--- config.mk ---
export PLATFORM = sky130hd
export DESIGN_NAME = mul_iter_unit
export DESIGN_NICKNAME = d
export VERILOG_FILES = /design/src/rtl/mul_iter_unit_pkg.sv /design/src/rtl/mul_abs_sign.sv /design/src/rtl/mul_iter_unit.sv
export SDC_FILE = /design/constraint.sdc
export NUM_CORES = 1
export LEC_CHECK = 0
export ABC_AREA = 1
export CAP_MARGIN = 0
export CORE_MARGIN = 4
export CORE_UTILIZATION = 50
export DETAILED_ROUTE_END_ITERATION = 16
export MAX_ROUTING_LAYER = met4
export PLACE_DENSITY = 0.69
export SETUP_SLACK_MARGIN = 0.02
export SYNTH_ARGS = -nofsm -noshare
export SYNTH_HDL_FRONTEND = slang
export SYNTH_HIERARCHICAL = 1
export SYNTH_SLANG_ARGS = --single-unit
--- constraint.sdc ---
create_clock -name clk -period 2.7 [get_ports clk]
set_clock_uncertainty 0.15 [all_clocks]
set_input_delay 0.54 -clock clk [delete_from_list [all_inputs] [get_ports clk]]
set_output_delay 0.54 -clock clk [all_outputs]
set_load 0.02 [all_outputs]
--- src/rtl/mul_iter_unit_pkg.sv ---
// rtl/mul_iter_unit_pkg.sv - shared op codes, state encoding and width default for the iterative multiplier
package mul_iter_unit_pkg;

    localparam int WIDTH_DEF = 32;

    // mul_op encodings; 2'b11 is reserved and behaves as MUL_OP_W
    localparam logic [1:0] MUL_OP_W = 2'b00;
    localparam logic [1:0] MULH_W   = 2'b01;
    localparam logic [1:0] MULH_WU  = 2'b10;

    typedef enum logic [1:0] {
        ST_IDLE = 2'b00,
        ST_CALC = 2'b01,
        ST_FIX  = 2'b10,
        ST_DONE = 2'b11
    } mul_state_t;

endpackage

--- src/rtl/mul_abs_sign.sv ---
// rtl/mul_abs_sign.sv - combinational operand magnitude and product sign extraction
//
// Ports:
//   is_signed  treat operands as two's complement
//   a, b       raw operands
//   mag_a      |a| when signed, a otherwise
//   mag_b      |b| when signed, b otherwise
//   neg        sign(a) XOR sign(b) when signed, 0 otherwise
//
// The most negative value maps to itself, which is its correct unsigned magnitude.
module mul_abs_sign #(
    parameter int WIDTH = 32
) (
    input  logic             is_signed,
    input  logic [WIDTH-1:0] a,
    input  logic [WIDTH-1:0] b,
    output logic [WIDTH-1:0] mag_a,
    output logic [WIDTH-1:0] mag_b,
    output logic             neg
);

    logic neg_a;
    logic neg_b;

    assign neg_a = is_signed & a[WIDTH-1];
    assign neg_b = is_signed & b[WIDTH-1];

    assign mag_a = neg_a ? (~a + WIDTH'(1)) : a;
    assign mag_b = neg_b ? (~b + WIDTH'(1)) : b;
    assign neg   = neg_a ^ neg_b;

endmodule

--- src/rtl/mul_iter_unit.sv ---
// rtl/mul_iter_unit.sv - iterative shift-add 32x32 multiplier for MUL.W / MULH.W / MULH.WU
//
// Ports:
//   clk        rising-edge clock
//   rst        synchronous active-low reset
//   start      launch request from EX
//   mul_op     00 MUL.W, 01 MULH.W, 10 MULH.WU, 11 as 00
//   src_a      multiplicand
//   src_b      multiplier
//   flush      abort current operation, wins over start
//   stall_req  combinational freeze request to upstream stages
//   done       one-cycle completion pulse
//   result     product word, held until the next completion
//
// Optional build macro MUL_EARLY_OUT_EN: leave CALC as soon as the remaining
// multiplier bits are all zero instead of always running WIDTH iterations.
module mul_iter_unit
    import mul_iter_unit_pkg::*;
#(
    parameter int WIDTH = WIDTH_DEF,
    parameter int CNT_W = 6
) (
    input  logic             clk,
    input  logic             rst,
    input  logic             start,
    input  logic [1:0]       mul_op,
    input  logic [WIDTH-1:0] src_a,
    input  logic [WIDTH-1:0] src_b,
    input  logic             flush,
    output logic             stall_req,
    output logic             done,
    output logic [WIDTH-1:0] result
);

    localparam int ACC_W = 2 * WIDTH;

    mul_state_t state;
    mul_state_t state_n;

    logic [1:0]       op_q;
    logic             neg_q;
    logic [ACC_W-1:0] acc;
    logic [ACC_W-1:0] mcand;
    logic [WIDTH-1:0] mplier;
    logic [CNT_W-1:0] count;

    logic             accept;
    logic             calc_last;
    logic             op_signed;
    logic [WIDTH-1:0] mag_a;
    logic [WIDTH-1:0] mag_b;
    logic             neg;
    logic [ACC_W-1:0] acc_fixed;
    logic             take_high;

    // MUL.W is a signed multiply; its low word is the same either way, but
    // using magnitudes keeps the early-out latency tied to |b|.
    assign op_signed = (mul_op != MULH_WU);

    mul_abs_sign #(.WIDTH(WIDTH)) u_abs_sign (
        .is_signed (op_signed),
        .a         (src_a),
        .b         (src_b),
        .mag_a     (mag_a),
        .mag_b     (mag_b),
        .neg       (neg)
    );

`ifdef MUL_EARLY_OUT_EN
    // Exit once the multiplier will be zero after this cycle's shift.
    assign calc_last = (count == CNT_W'(WIDTH - 1)) || (mplier[WIDTH-1:1] == '0);
`else
    assign calc_last = (count == CNT_W'(WIDTH - 1));
`endif

    assign acc_fixed = neg_q ? (~acc + ACC_W'(1)) : acc;
    assign take_high = (op_q == MULH_W) || (op_q == MULH_WU);

    // State register
    always_ff @(posedge clk) begin
        if (!rst) begin
            state <= ST_IDLE;
        end else begin
            state <= state_n;
        end
    end

    // Next-state logic
    always_comb begin
        state_n = state;
        if (flush) begin
            state_n = ST_IDLE;
        end else begin
            case (state)
                ST_IDLE: if (start) state_n = ST_CALC;
                ST_CALC: if (calc_last) state_n = ST_FIX;
                ST_FIX:  state_n = ST_DONE;
                ST_DONE: state_n = start ? ST_CALC : ST_IDLE;
                default: state_n = ST_IDLE;
            endcase
        end
    end

    // Outputs
    always_comb begin
        accept    = 1'b0;
        stall_req = 1'b0;
        done      = 1'b0;
        if (!flush) begin
            accept    = start && (state == ST_IDLE || state == ST_DONE);
            stall_req = accept || state == ST_CALC || state == ST_FIX;
            done      = (state == ST_DONE);
        end
    end

    // Datapath and iteration counter
    always_ff @(posedge clk) begin
        if (!rst) begin
            op_q   <= '0;
            neg_q  <= 1'b0;
            acc    <= '0;
            mcand  <= '0;
            mplier <= '0;
            count  <= '0;
            result <= '0;
        end else if (accept) begin
            op_q   <= mul_op;
            neg_q  <= neg;
            acc    <= '0;
            mcand  <= {{WIDTH{1'b0}}, mag_a};
            mplier <= mag_b;
            count  <= '0;
        end else if (!flush) begin
            if (state == ST_CALC) begin
                if (mplier[0]) begin
                    acc <= acc + mcand;
                end
                mcand  <= mcand << 1;
                mplier <= mplier >> 1;
                count  <= count + CNT_W'(1);
            end else if (state == ST_FIX) begin
                acc    <= acc_fixed;
                result <= take_high ? acc_fixed[ACC_W-1:WIDTH] : acc_fixed[WIDTH-1:0];
            end
        end
    end

endmodule

Word-level counts from Yosys, hierarchy flattened
Cells that the tools add are included.
- bits in registers: 203
- bits of input ports: 70
- output and inout port bits: 34
- logic and storage cells: 70
- add/sub/neg operators: 5
- eq/ne operators: 11
- mux-type cells: 20
- bitwise operators: 10
- reduce and logical (&&, ||, !) cells: 15
- operators by type and width (operator ; number):
    32-bit two-way mux ; 9
    64-bit two-way mux ; 4
    32-bit by 1-bit adder with 32-bit output, second input constant ; 2
    64-bit by 1-bit adder with 64-bit output, second input constant ; 1
    64-bit adder ; 1
    32-bit inverter ; 2
    64-bit inverter ; 1
    2-bit inequality test, second input constant ; 4
    2-bit one-hot mux with 4 select lines ; 1
    6-bit by 1-bit adder with 6-bit output, second input constant ; 1
    2-bit equality test, second input constant ; 3
    6-bit by 5-bit equality test with 1-bit output, second input constant ; 1
    2-bit AND reduction ; 3
    2-bit by 1-bit equality test with 1-bit output, second input constant ; 2
    1-bit logical OR ; 4
    1-bit two-way mux ; 4
    2-bit two-way mux ; 2
    1-bit inverter ; 4
    4-bit AND reduction ; 1
    2-bit nonzero test ; 2
    2-bit OR reduction ; 2
    3-bit AND reduction ; 1
    1-bit AND ; 2
    2-bit logical NOT ; 1
    other kinds (3) ; 3

Logic depth before layout (Yosys ltp)
Gate-level depths: netlist of the first run.
- depth after elaboration: 6
- gate-level depth with buffers: 16
- depth with buffers taken out: 16

By module
The synthesis of the first run kept the hierarchy.
- by module, submodules not included (module ; instances ; cells an instance ; area an instance (µm²) ; sequential area each (µm²)):
    mul_iter_unit ; 1 ; 2981 ; 16839.9 ; 4063.9
    mul_abs_sign ; 1 ; 457 ; 2165.8 ; 0.0

Worst setup path after synthesis of the first run
No wires, ideal clock.
- kind: reg-to-output
- from: register state[0]
- to: output stall_req
- arrival: 1.847 ns
- path slack: 0.163 ns
- cell stages (with the launch flop): 9
- path buffers: 1
- cell sequence: dfxtp_1 > inv_1 > ha_1 > nor3_4 > inv_2 > nand2_1 > clkinv_1 > clkbuf_1 > nand2_1
- longest elaborated chain between the ends: 6
- ends and longest elaborated chain (what ; line ; text):
    start: declaration ; mul_iter_unit.sv:37 ; mul_state_t state;
    start signal: assignment ; mul_iter_unit.sv:84 ; state <= state_n;
    2-bit equality test or 2-bit logical NOT (tied branches) ; mul_iter_unit.sv:110 ; accept = start && (state == ST_IDLE || state == ST_DONE);
    1-bit logical OR ; mul_iter_unit.sv:110 ;
    1-bit logical AND ; mul_iter_unit.sv:110 ;
    1-bit logical OR ; mul_iter_unit.sv:111 ; stall_req = accept || state == ST_CALC || state == ST_FIX;
    1-bit logical OR * ; mul_iter_unit.sv:111 ;
    1-bit two-way mux * ; mul_iter_unit.sv:109 ; if (!flush) begin
    end: declaration ; mul_iter_unit.sv:30 ; output logic stall_req,
Mark *: on every way between the ends. The rest lies on a longest branch, timed or not.

Final worst setup path of the first run
- from: register acc[1]
- to: register result[13]
- longest elaborated chain between the ends: 4
- ends and longest elaborated chain (what ; line ; text):
    start: declaration ; mul_iter_unit.sv:42 ; logic [ACC_W-1:0] acc;
    start signal: assignment ; mul_iter_unit.sv:136 ; acc <= acc + mcand;
    start signal: assignment ; mul_iter_unit.sv:142 ; acc <= acc_fixed;
    64-bit inverter ; mul_iter_unit.sv:76 ; assign acc_fixed = neg_q ? (~acc + ACC_W'(1)) : acc;
    64-bit by 1-bit adder with 64-bit output ; mul_iter_unit.sv:76 ;
    64-bit two-way mux ; mul_iter_unit.sv:76 ;
    32-bit two-way mux ; mul_iter_unit.sv:143 ; result <= take_high ? acc_fixed[ACC_W-1:WIDTH] : acc_fixed[WIDTH-1:0];
    end signal: assignment ; mul_iter_unit.sv:143 ;
    end: declaration ; mul_iter_unit.sv:32 ; output logic [WIDTH-1:0] result
No other way between the ends.
A chain may end at the register's enable or synchronous reset.

==> impl_summary.log, run 1 <==
INFO  metric synth_largest_type_area_fraction = between 20% and 30%
INFO  metric area_growth = 20.3%
INFO  metric h-tree-depth = 1
INFO  metric pwr_density_cell = approximately 420 nW/um2
INFO  metric die_w = just over 200 um
INFO  metric grt_start_max_net_pins = 70
INFO  metric max-clock-path-buffers = 3
INFO  metric most-common-layout-cells = 1327 x nand2_1, 451 x inv_1, 325 x nor2_1
INFO  metric worst_hold_startpoint = result[31]
INFO  metric grt-ovfl-total = 0
INFO  metric syn_avg_cell_area = ~5.5 um2
INFO  metric critPathKind = flip-flop to flip-flop
INFO  metric grt_first_pass_wirelength = between 100000 and 150000 um
INFO  metric clock-sinks = between 200 and 250
INFO  metric crit_path_max_incr_delay = 340 ps
INFO  metric final_setup_fails = 0
INFO  metric r2r_slack = a little under 70 ps
INFO  metric start_util = 50.6%
INFO  metric core_region_area = 37600 um2
INFO  metric cp.arrival = 2920 ps
INFO  metric port-buffer-count = about 100
INFO  metric final_min_period_over_clock_period = 97.5%
INFO  metric worst-endpoint-required = between 2000 and 3000 ps
INFO  metric fin_hold_ws = roughly 320 ps
INFO  metric crit_path_cell_trace = buf_4, inv_1, nand3_2, nor2_2, nand3_1, nand2_1, nand2_2, o21bai_1, nand3_1, o211ai_1, a21oi_1
INFO  metric synth_nets = 3581
INFO  metric synth.yosys.seq_area_share = a little over a fifth
INFO  metric final_cell_count_no_fill = approximately 4200
INFO  metric cp.depth = 11
INFO  metric yosysWarnings = 6
INFO  metric synth_top_flop_cell = dfxtp_1
INFO  metric clock_tree_from_tritoncts = done
INFO  metric synthesis.area = 19000 um2
INFO  metric whs_endpoint = result[31]
INFO  metric cts_made_buffers = 24
INFO  metric synthCells = 3438
INFO  metric num_rows = 71
INFO  metric max_cap_viol_count = 0
INFO  metric groute.usage.overall = 35.4%
INFO  metric maxSlewHeadroom = a little under half
INFO  metric post_route_cells_drive_above_1_share = between 10% and 20%
INFO  metric worst_r2r_endpoint = result[13]
INFO  metric power.leakage = 11.5 nW
INFO  metric end_kind = flip-flop
INFO  metric rsz0062_at_grt = false
INFO  metric period_minus_slack = 2630 ps
INFO  metric timing.fmax = around 380 MHz
INFO  metric drc_errors = 0
INFO  metric placement.setup.worst_slack = -175 ps
INFO  metric path_buf_inv = 2
INFO  metric route.final.wire_length = around 74000 um
INFO  metric outcome = finished clean
INFO  metric timing.critical_path.fanout_max = 4
INFO  metric die-area = 41200 um2
INFO  metric multiInputGateArea = around 13000 um2
INFO  metric postLayoutSetupSlackWorst = between 60 and 70 ps
INFO  metric holdCritPathClass = flip-flop to flip-flop
INFO  metric synth_edf_count = 0
INFO  metric wl_per_cell = roughly 18 um
INFO  metric floorplan.io_pins = 104
INFO  metric setup.worst_path.start_class = flip-flop
INFO  metric ff2ff_path_depth = 11
INFO  metric grt_pass1_vias = 21354
INFO  metric peakVddDrop = 0.469 mV
INFO  metric gp_congestion = about 1.1
INFO  metric area.sequential = approximately 4100 um2
INFO  metric power = approximately 9.6 mW
INFO  metric async_reset_ff_share = 0%
INFO  metric worst-slew-pin-transition = 802 ps
INFO  metric drt-pass1-iter-count = 7
INFO  metric most_frequent_standard_cell_in_the_layout_excluding_fill_and_tap_cells = nand2_1
INFO  metric postSynthRegisterBits = 203
INFO  metric worst_hold_path.num_cells = 2
INFO  metric num_antenna_cells = 0
INFO  metric synthDominantAreaCellType = nand2_1
INFO  metric antenna_violating_nets_post_route = 0
INFO  metric cp-startpoint = acc[1]
INFO  metric finish.net_count = 3797
INFO  metric drt_first_iter_violations = 2102
INFO  metric hpwlAfterDp = about 60000 um
INFO  metric timing.final.max_slew_violations = 0
INFO  metric post_synth_main_area_contributors = nand2_1 26%, dfxtp_1 21%, inv_1 8.9%, nand3_1 6.9%, nor2_1 6.7%
INFO  metric hold_viol = 0
INFO  metric antenna_violations_before_repair = 0
INFO  metric synth.distinct_cells = 53
INFO  metric n_fill_cell = about 3800
INFO  metric clock_pin_slew_of_the_registers_on_the_worst_case_setup_and_hold_paths = approximately 60 ps
INFO  metric cts-root-buf = clkbuf_16
INFO  metric chipHeight = 203 um
INFO  metric kind_of_cell_with_the_highest_combined_delay_on_the_critical_path = simple AND/OR/NAND/NOR gates
INFO  metric placed_cells_incl_taps = 4139
INFO  metric critical_path.slowest_cell = dfxtp_1
INFO  metric crit_path_frequent_cell = nand3_1
INFO  metric regToRegStartpoint = acc[1]
INFO  metric worstSkewPairLatency = 560 ps
INFO  metric via_per_inst = roughly 5.4
INFO  metric dr_total_vias = 22716
-- sequential cells by signal (all words and copies together), names as in the netlist --
register and count:
op_q 2, count 6, acc 64, result 32, neg_q 1, state 2, mplier 32, mcand 64
-- worst reg2reg max path: stages (launching register included) --
cell and delay [ps]:
dfxtp_1 340, buf_4 150, inv_1 150, nand3_2 200
nor2_2 220, nand3_1 250, nand2_1 240, nand2_2 120
o21bai_1 190, nand3_1 210, o211ai_1 220, a21oi_1 100
-- report_power, final --
part / leakage (nW) / switching [mW] / internal, mW
Combinational: 9.45 / 1.77 / 0.905
Sequential: 1.65 / 0.108 / 3.10
Clock: 0.443 / 1.43 / 2.29
-- final cells by class --
type | count | share of cell area, %
clock buffer | 31 | 3.01
clock inverter | 13 | 0.980
inverter | 468 | 7.71
multi-input combinational | 2658 | 56.1
sequential | 203 | 17.8
tap | 511 | 2.80
timing repair buffer | 299 | 11.6
-- cell families after synthesis --
kind of cell,synth area share [%]
AND/OR/NAND/NOR,45.2
buffers and inverters,12.1
AO/OA/AOI/OAI,12.6
flip-flops,21.4
XOR/XNOR,3.87
adder cells (fa/ha/maj),4.85
-- timing repair --
item                                    CTS  global route
gates resized for setup                   7            47
setup buffers                             0             0
pin swaps                                 0             3
hold buffers                              0             0
endpoints found under the setup margin    1            31
-- layer usage --
layer,global-route usage [%],up-vias,share of wire [%]
met4,20.9,0,7.4
li1,-,11250,-
met2,60.3,942,47
met3,3.80,229,6.2
met1,40.5,10295,39
met5,-,-,0
-- how the worst max path moves through the flow --
stage / end / slack [ps]
finish: result[13] / 70
global route: acc[53] / 20
CTS: done / 30
detailed placement: stall_req / -180
global placement: stall_req / -160
floorplan: stall_req / 160
-- synth_stat cells (all sizes together), types with 2 or more instances --
master  number
clkbuf      63
inv        467
o21ai      121
xor2        44
nor2       382
and2         2
nand4       27
nand3      269
buf         45
o21bai       9
nand3b       5
xnor2       40
dfxtp      203
ha          72
a21oi      198
nor3        24
or2         12
nand2     1351
a31oi       69
a21o         3
o211ai      23
-- per-stage QoR --
step / util (%) / TNS (ps) / cell area [um2]
final: 60.8 / 0 / 22900
after global routing: 60.8 / 0 / 22900
after CTS: 60.4 / 0 / 22700
after detailed placement: 57.9 / -1700 / 21800
after global placement: 57.9 / -185 / 21800
after floorplan: - / 0 / 19000
(Power assumes the default switching activity.)
==> run 2: changes to the inputs <==
SYNTH_HIERARCHICAL = default   (was 1)
==> run 2 against run 1 <==
  * Die area down 1.6%
  * First-iteration DRC count down 4.1%
  * Register-to-register slack better by 70 ps
  * Area after synthesis down 1.7%
  * Setup slack better by 69 ps
  * Flip-flop and latch count unchanged
  * Clock-buffer cell count up 3
  * Global-route usage down 0.89 points
  * Largest cell class unchanged
  * Sequential share of layout area up 0.55 points
  * Critical path type unchanged
==> impl_summary.log, run 2 <==
INFO  metric outcome = finished clean
INFO  metric critical_path.slowest_cell = dfxtp_2
INFO  metric max-clock-path-buffers = 3 (unchanged)
INFO  metric chipHeight = 201 um (-0.81%)
INFO  metric path_buf_inv = 1 (-1)
INFO  metric maxSlewHeadroom = 42.8% (-3.8 points)
INFO  metric groute.usage.overall = 34.5% (-0.89 points)
INFO  metric num_antenna_cells = 0 (unchanged)
INFO  metric num_rows = 70 (-1.4%)
INFO  metric most_frequent_standard_cell_in_the_layout_excluding_fill_and_tap_cells = nand2_1
INFO  metric final_min_period_over_clock_period = 94.9% (-2.6 points)
INFO  metric worstSkewPairLatency = 550 ps (about the same)
INFO  metric core_region_area = 36700 um2 (-2.3%)
INFO  metric timing.critical_path.fanout_max = 4 (unchanged)
INFO  metric final_setup_fails = 0 (unchanged)
INFO  metric critPathKind = flip-flop to flip-flop
INFO  metric floorplan.io_pins = 104 (unchanged)
INFO  metric die-area = 40500 um2 (-1.6%)
INFO  metric synth_largest_type_area_fraction = 25.7% (-0.69 points)
INFO  metric timing.fmax = 390 MHz (+2.7%)
INFO  metric holdCritPathClass = flip-flop to flip-flop
INFO  metric synthesis.area = 18700 um2 (-1.7%)
INFO  metric worst-endpoint-required = 2960 ps (-30 ps)
INFO  metric postLayoutSetupSlackWorst = 137 ps (+69.4 ps)
INFO  metric syn_avg_cell_area = 5.51 um2 (-0.32%)
INFO  metric fin_hold_ws = 313 ps (-4.04 ps)
INFO  metric place_area = 21100 um2 (-3.1%)
INFO  metric cts_made_buffers = 25 (+4.2%)
INFO  metric ff2ff_path_depth = 14 (+3)
INFO  metric synthCells = 3391 (-1.4%)
INFO  metric placed_cells_incl_taps = 4004 (-3.3%)
INFO  metric drt-pass1-iter-count = 7 (unchanged)
INFO  metric end_kind = flip-flop
INFO  metric hold_viol = 0 (unchanged)
INFO  metric synth_top_flop_cell = dfxtp_1
INFO  metric die_w = 201 um (-0.81%)
INFO  metric drt_first_iter_violations = 2015 (-4.1%)
INFO  metric most-common-layout-cells = 1262 x nand2_1, 475 x inv_1, 280 x nor2_1
INFO  metric multiInputGateArea = 12600 um2 (-1.8%)
INFO  metric synth_edf_count = 0 (unchanged)
INFO  metric hpwlAfterDp = 57100 um (-5.5%)
INFO  metric n_fill_cell = 3666 (-3.2%)
INFO  metric wl_per_cell = 17.5 um (-1.1%)
INFO  metric power.leakage = 11.1 nW (-3.4%)
INFO  metric gp_congestion = 1.13 (+6.8%)
INFO  metric period_minus_slack = 2560 ps (-69.4 ps)
INFO  metric postSynthRegisterBits = 203 (unchanged)
INFO  metric crit_path_frequent_cell = nand2_1
INFO  metric yosys.cell_count.top_type = nand2_1
INFO  metric rsz0062_at_grt = true
INFO  metric area_growth = 19.0%
INFO  metric layout.cell_area.non_filler = 22200 um2 (-2.7%)
INFO  metric start_util = 50.9% (+0.34 points)
INFO  metric grt_first_pass_wirelength = 110000 um (-2.5%)
INFO  metric synthTopCellsByCount = 1277 x nand2_1, 477 x inv_1, 296 x nor2_1
INFO  metric clock-sinks = 203 (unchanged)
INFO  metric antenna_violating_nets_post_route = 0 (unchanged)
INFO  metric cts_hold_repair.buffers = 0 (unchanged)
INFO  metric synthDominantAreaCellType = nand2_1
INFO  metric cp.depth = 14 (+3)
INFO  metric route.final.wire_length = 71100 um (-4.3%)
INFO  metric reg_top3 = acc (64), mcand (64)
INFO  metric timing.final.max_slew_violations = 0 (unchanged)
INFO  metric cp.arrival = 2830 ps (-90 ps)
INFO  metric h-tree-depth = 1 (unchanged)
INFO  metric placement.setup.worst_slack = -278 ps (-102 ps)
INFO  metric power = 8.96 mW (-6.7%)
INFO  metric cts-root-buf = clkbuf_16
INFO  metric peakVddDrop = 0.377 mV (-20%)
INFO  metric clock_tree_from_tritoncts = done
INFO  metric kind_of_cell_with_the_highest_combined_delay_on_the_critical_path = simple AND/OR/NAND/NOR gates
INFO  metric clock_pin_slew_of_the_registers_on_the_worst_case_setup_and_hold_paths = 60 ps (about the same)
INFO  metric setup.worst_path.start_class = flip-flop
INFO  metric async_reset_ff_share = 0% (unchanged)
INFO  metric worst-slew-pin-transition = 858 ps (+56.8 ps)
INFO  metric final_cell_count_no_fill = 4049 (-3.2%)
INFO  metric crit_path_cell_trace = ha_2, nand2_2, inv_1, nand2_1, nand2_1, nand3b_1, nand2_1, nand2_1, nand2_1, nand2_1, nand2_1, nand3_2, nand2_1, a21oi_1
INFO  metric pwr_density_cell = 403 nW/um2 (-4.1%)
INFO  metric max_cap_viol_count = 0 (unchanged)
INFO  metric synth.distinct_cells = 47 (-11%)
INFO  metric grt_start_max_net_pins = 82 (+17%)
INFO  metric drc_errors = 0 (unchanged)
INFO  metric synth.yosys.seq_area_share = 21.7% (+0.37 points)
INFO  metric finish.net_count = 3708 (-2.3%)
INFO  metric grt-ovfl-total = 0 (unchanged)
INFO  metric port-buffer-count = 103 (unchanged)
INFO  metric yosysWarnings = 0 (-6)
INFO  metric dr_total_vias = 22176 (-2.4%)
INFO  metric post_synth_main_area_contributors = nand2_1 26%, dfxtp_1 22%, inv_1 9.6%, a21oi_1 7.2%, nand3_1 7.0%
INFO  metric post_route_cells_drive_above_1_share = 8.99% (-1.9 points)
INFO  metric area.sequential = 4080 um2 (+0.28%)
INFO  metric final_util = 60.6% (-0.25 points)
INFO  metric grt_pass1_vias = 20764 (-2.8%)
INFO  metric crit_path_max_incr_delay = 440 ps (+100 ps)
INFO  metric via_per_inst = 5.48 (+0.85%)
INFO  metric synth_nets = 3534 (-1.3%)
INFO  metric worst_hold_path.num_cells = 2 (unchanged)
INFO  metric setup_tns = 0 ps (unchanged)
INFO  metric antenna_violations_before_repair = 0 (unchanged)
==> run 2: worst register-to-register path, delay by kind of cell (launching register included) <==
| kind | cells | cell delay, ps |
|---|---|---|
| simple gates | 11 | 1370 |
| flops | 1 | 440 |
| fa+ha+maj | 1 | 350 |
| compound gates | 1 | 60 |
| buf+inv | 1 | 40 |
==> run 2: worst paths after layout <==
kind | end | slack [ps] | startpoint
setup / recovery | acc[57] | 140 | acc[8]
hold / removal | mplier[9] | 310 | mplier[9]
setup reg to reg | acc[57] | 140 | acc[8]
hold reg to reg | mplier[9] | 310 | mplier[9]
==> run 2: per-layer routing <==
metal  track usage, %  part of all wire [%]
met4             21.0                   7.9
met2             57.2                    46
met1             39.9                    39
met5                -                     0
met3             4.69                   7.3
==> run 2: cell families after synthesis <==
group	synth area share [%]
AO/OA/AOI/OAI	13.8
AND/OR/NAND/NOR	42.7
XOR/XNOR	4.45
adder cells (fa/ha/maj)	4.93
buffers and inverters	12.4
flip-flops	21.7
==> run 2: cell type report <==
class	instances	area share, %
timing repair buffer	256	10.4
inverter	489	8.26
clock buffer	34	3.15
sequential	203	18.4
tap	468	2.63
multi-input combinational	2590	56.6
clock inverter	9	0.580
==> run 2: power breakdown <==
part           total [mW]  switching (mW)  internal (mW)  leakage (nW)
logic                2.34            1.56          0.787          9.09
registers            3.19          0.0962           3.09          1.65
clock network        3.43            1.34           2.09         0.401
==> run 2: what timing repair did <==
action                     in CTS  in global routing
setup buffers                   0                  2
cloned                          0                  0
setup endpoints to repair      13                 32
resized for setup              12                 79
pin swaps                       1                  6
==> run 3: changes to the inputs <==
CORE_ASPECT_RATIO = 1.4   (was default)
RECOVER_POWER = 25   (was default)
==> run 3 against run 2 <==
  * Largest power group is now sequential cells
  * Combinational power up 6%
  * Register-to-register slack worse by 40 ps
  * Highest routed layer unchanged
  * Setup slack worse by 38 ps
  * First-iteration DRC count down 12%
  * Clock-buffer cell count down 1
  * Flip-flop and latch count unchanged
  * Core utilization up 1.3 points
  * Non-clock buffer count up 99
  * Fmax down 1.5%
  * Cell area up 2.4%
==> impl_summary.log, run 3 (synthesized netlist as in run 2, its figures left out) <==
INFO  metric drt-pass1-iter-count = 9 (+2)
INFO  metric grt_start_max_net_pins = 82 (unchanged)
INFO  metric power_frac_seq = 36.5% (+0.9 points)
INFO  metric timing.final.max_slew_violations = 0 (unchanged)
INFO  metric drc_errors = 0 (unchanged)
INFO  metric post_route_cells_drive_above_1_share = 10.6% (+1.6 points)
INFO  metric portion_of_total_power_attributed_to_the_clock_network = 35.1% (-3.1 points)
INFO  metric num_rows = 83 (+19%)
INFO  metric groute.usage.overall = 38.3% (+3.7 points)
INFO  metric worst-endpoint-required = 2980 ps (+20 ps)
INFO  metric floorplan.io_pins = 104 (unchanged)
INFO  metric grt_pass1_vias = 21574 (+3.9%)
INFO  metric chipHeight = 237 um (+18%)
INFO  metric worst-slew-pin-transition = 1030 ps (+173 ps)
INFO  metric rsz0062_at_grt = false
INFO  metric end_kind = flip-flop
INFO  metric setup.worst_path.start_class = flip-flop
INFO  metric worstSkewPairLatency = 550 ps (about the same)
INFO  metric total_switching_power = 3.01 mW (+0.75%)
INFO  metric cts_made_buffers = 23 (-8.0%)
INFO  metric via_per_inst = 5.49 (+0.16%)
INFO  metric peakVddDrop = 0.389 mV (+3.3%)
INFO  metric r2r_slack = 100 ps (-40 ps)
INFO  metric holdCritPathClass = flip-flop to flip-flop
INFO  metric die_w = 171 um (-15%)
INFO  metric crit_path_max_incr_delay = 480 ps (+40 ps)
INFO  metric finish.net_count = 3805 (+2.6%)
INFO  metric switching_share_of_power = 34.6% (+1.2 points)
INFO  metric n_fill_cell = 3708 (+1.1%)
INFO  metric core_region_area = 36800 um2 (+0.18%)
INFO  metric final_min_period_over_clock_period = 96.3% (+1.4 points)
INFO  metric cts-root-buf = clkbuf_16
INFO  metric crit_path_frequent_cell = nand2_1
INFO  metric gp_congestion = 1.12 (-1.3%)
INFO  metric cell_internal_pwr = 5.69 mW (-4.6%)
INFO  metric most_frequent_standard_cell_in_the_layout_excluding_fill_and_tap_cells = nand2_1
INFO  metric area.sequential = 4070 um2 (-0.31%)
INFO  metric timing.fmax = 384 MHz (-1.5%)
INFO  metric clock_pin_slew_of_the_registers_on_the_worst_case_setup_and_hold_paths = 70 ps (about the same)
INFO  metric reg_top3 = acc (64), mcand (64)
INFO  metric clock_tree_from_tritoncts = done
INFO  metric area_growth = 21.8%
INFO  metric h-tree-depth = 1 (unchanged)
INFO  metric die-area = 40600 um2 (+0.11%)
INFO  metric multiInputGateArea = 12500 um2 (-0.55%)
INFO  metric outcome = finished clean
INFO  metric start_util = 50.8% (-0.090 points)
INFO  metric maxSlewHeadroom = 31.2% (-12 points)
INFO  metric critPathKind = flip-flop to flip-flop
INFO  metric layout.cell_area.non_filler = 22800 um2 (+2.4%)
INFO  metric grt_first_pass_wirelength = 117000 um (+6.1%)
INFO  metric most-common-layout-cells = 1266 x nand2_1, 476 x inv_1, 290 x nor2_1
INFO  metric max_cap_viol_count = 0 (unchanged)
INFO  metric antenna_violating_nets_post_route = 0 (unchanged)
INFO  metric clock-sinks = 203 (unchanged)
INFO  metric drt_first_iter_violations = 1774 (-12%)
INFO  metric hold_viol = 0 (unchanged)
INFO  metric dr_total_vias = 22732 (+2.5%)
INFO  metric hpwlAfterDp = 62000 um (+8.5%)
INFO  metric max-clock-path-buffers = 3 (unchanged)
INFO  metric crit_path_cell_trace = ha_1, nand2_1, inv_1, nand2_1, nand2_1, nand3b_1, nand2_1, nand2_1, nand2_1, nand2_1, nand2_1, nand3_1, nand2_1, a21oi_1
INFO  metric comb_pwr_share = 28.3% (+2.1 points)
INFO  metric antenna_violations_before_repair = 1 (+1)
INFO  metric power = 8.71 mW (-2.8%)
INFO  metric port-buffer-count = 103 (unchanged)
INFO  metric timing.critical_path.fanout_max = 4 (unchanged)
INFO  metric period_minus_slack = 2600 ps (+38.0 ps)
INFO  metric power.leakage = 11.7 nW (+4.6%)
INFO  metric final_cell_count_no_fill = 4144 (+2.3%)
INFO  metric fin_hold_ws = 313 ps (-0.290 ps)
INFO  metric route.final.wire_length = 77200 um (+8.6%)
INFO  metric pwr_density_cell = 383 nW/um2 (-5.1%)
INFO  metric cp.arrival = 2880 ps (+50 ps)
INFO  metric wl_per_cell = 18.6 um (+6.1%)
INFO  metric placed_cells_incl_taps = 4103 (+2.5%)
INFO  metric place_area = 21800 um2 (+3.4%)
INFO  metric grt-ovfl-total = 0 (unchanged)
INFO  metric final_setup_fails = 0 (unchanged)
INFO  metric critical_path.slowest_cell = dfxtp_1
run 3: final timing paths:
path | cells after the start | to | start
hold / removal | 2 | result[20] | result[20]
hold reg to reg | 2 | result[20] | result[20]
setup / recovery | 14 | acc[50] | acc[8]
setup reg to reg | 14 | acc[50] | acc[8]
run 3: per-stage QoR:
| step | TNS, ps | util [%] | setup slack [ps] |
|---|---|---|---|
| floorplan | 0 | - | 335 |
| global placement | -1200 | 59.3 | -292 |
| detailed placement | -3530 | 59.3 | -272 |
| CTS | 0 | 61.3 | 22.2 |
| global route | 0 | 61.9 | 18.0 |
| finish | 0 | 61.9 | 98.9 |
run 3: final cells by class:
cell class | count | share of cell area [%]
Clock inverter | 6 | 0.330
Sequential cell | 203 | 17.9
Timing Repair Buffer | 355 | 13.3
Tap cell | 467 | 2.57
Antenna cell | 1 | 0.0110
Clock buffer | 33 | 2.83
Inverter | 489 | 8.06
Multi-Input combinational cell | 2590 | 55.0
run 3: what timing repair did:
action                                  in CTS  in global routing
pin swaps                                    0                  1
hold buffers                                 0                  0
resized for setup                           10                 55
endpoints found under the setup margin       3                 30
buffers inserted                             0                  1
cloned                                       0                  0
run 3: layer usage:
layer,GRT usage [%],routed length (um)
met1,38.3,26200
met2,62.4,36300
met3,6.93,5450
met4,34.8,9250
met5,-,0
run 3: worst max-delay path, delay by kind of cell, from the launching register on:
family / cells / cell delay [ps]
adder cells (fa/ha/maj): 1 / 340
buffers and inverters: 1 / 50
flip-flops: 1 / 480
AO/OA/AOI/OAI: 1 / 70
AND/OR/NAND/NOR: 11 / 1420
run 3: power groups by stage:
stage / Combinational, mW / Clock [mW] / Sequential [mW]
floorplan: 1.46 / 0 / 3.22
global placement: 2.34 / 0 / 3.24
detailed placement: 2.37 / 0 / 3.24
CTS: 2.38 / 3.09 / 3.18
global route: 2.68 / 3.21 / 3.19
finish: 2.47 / 3.06 / 3.18
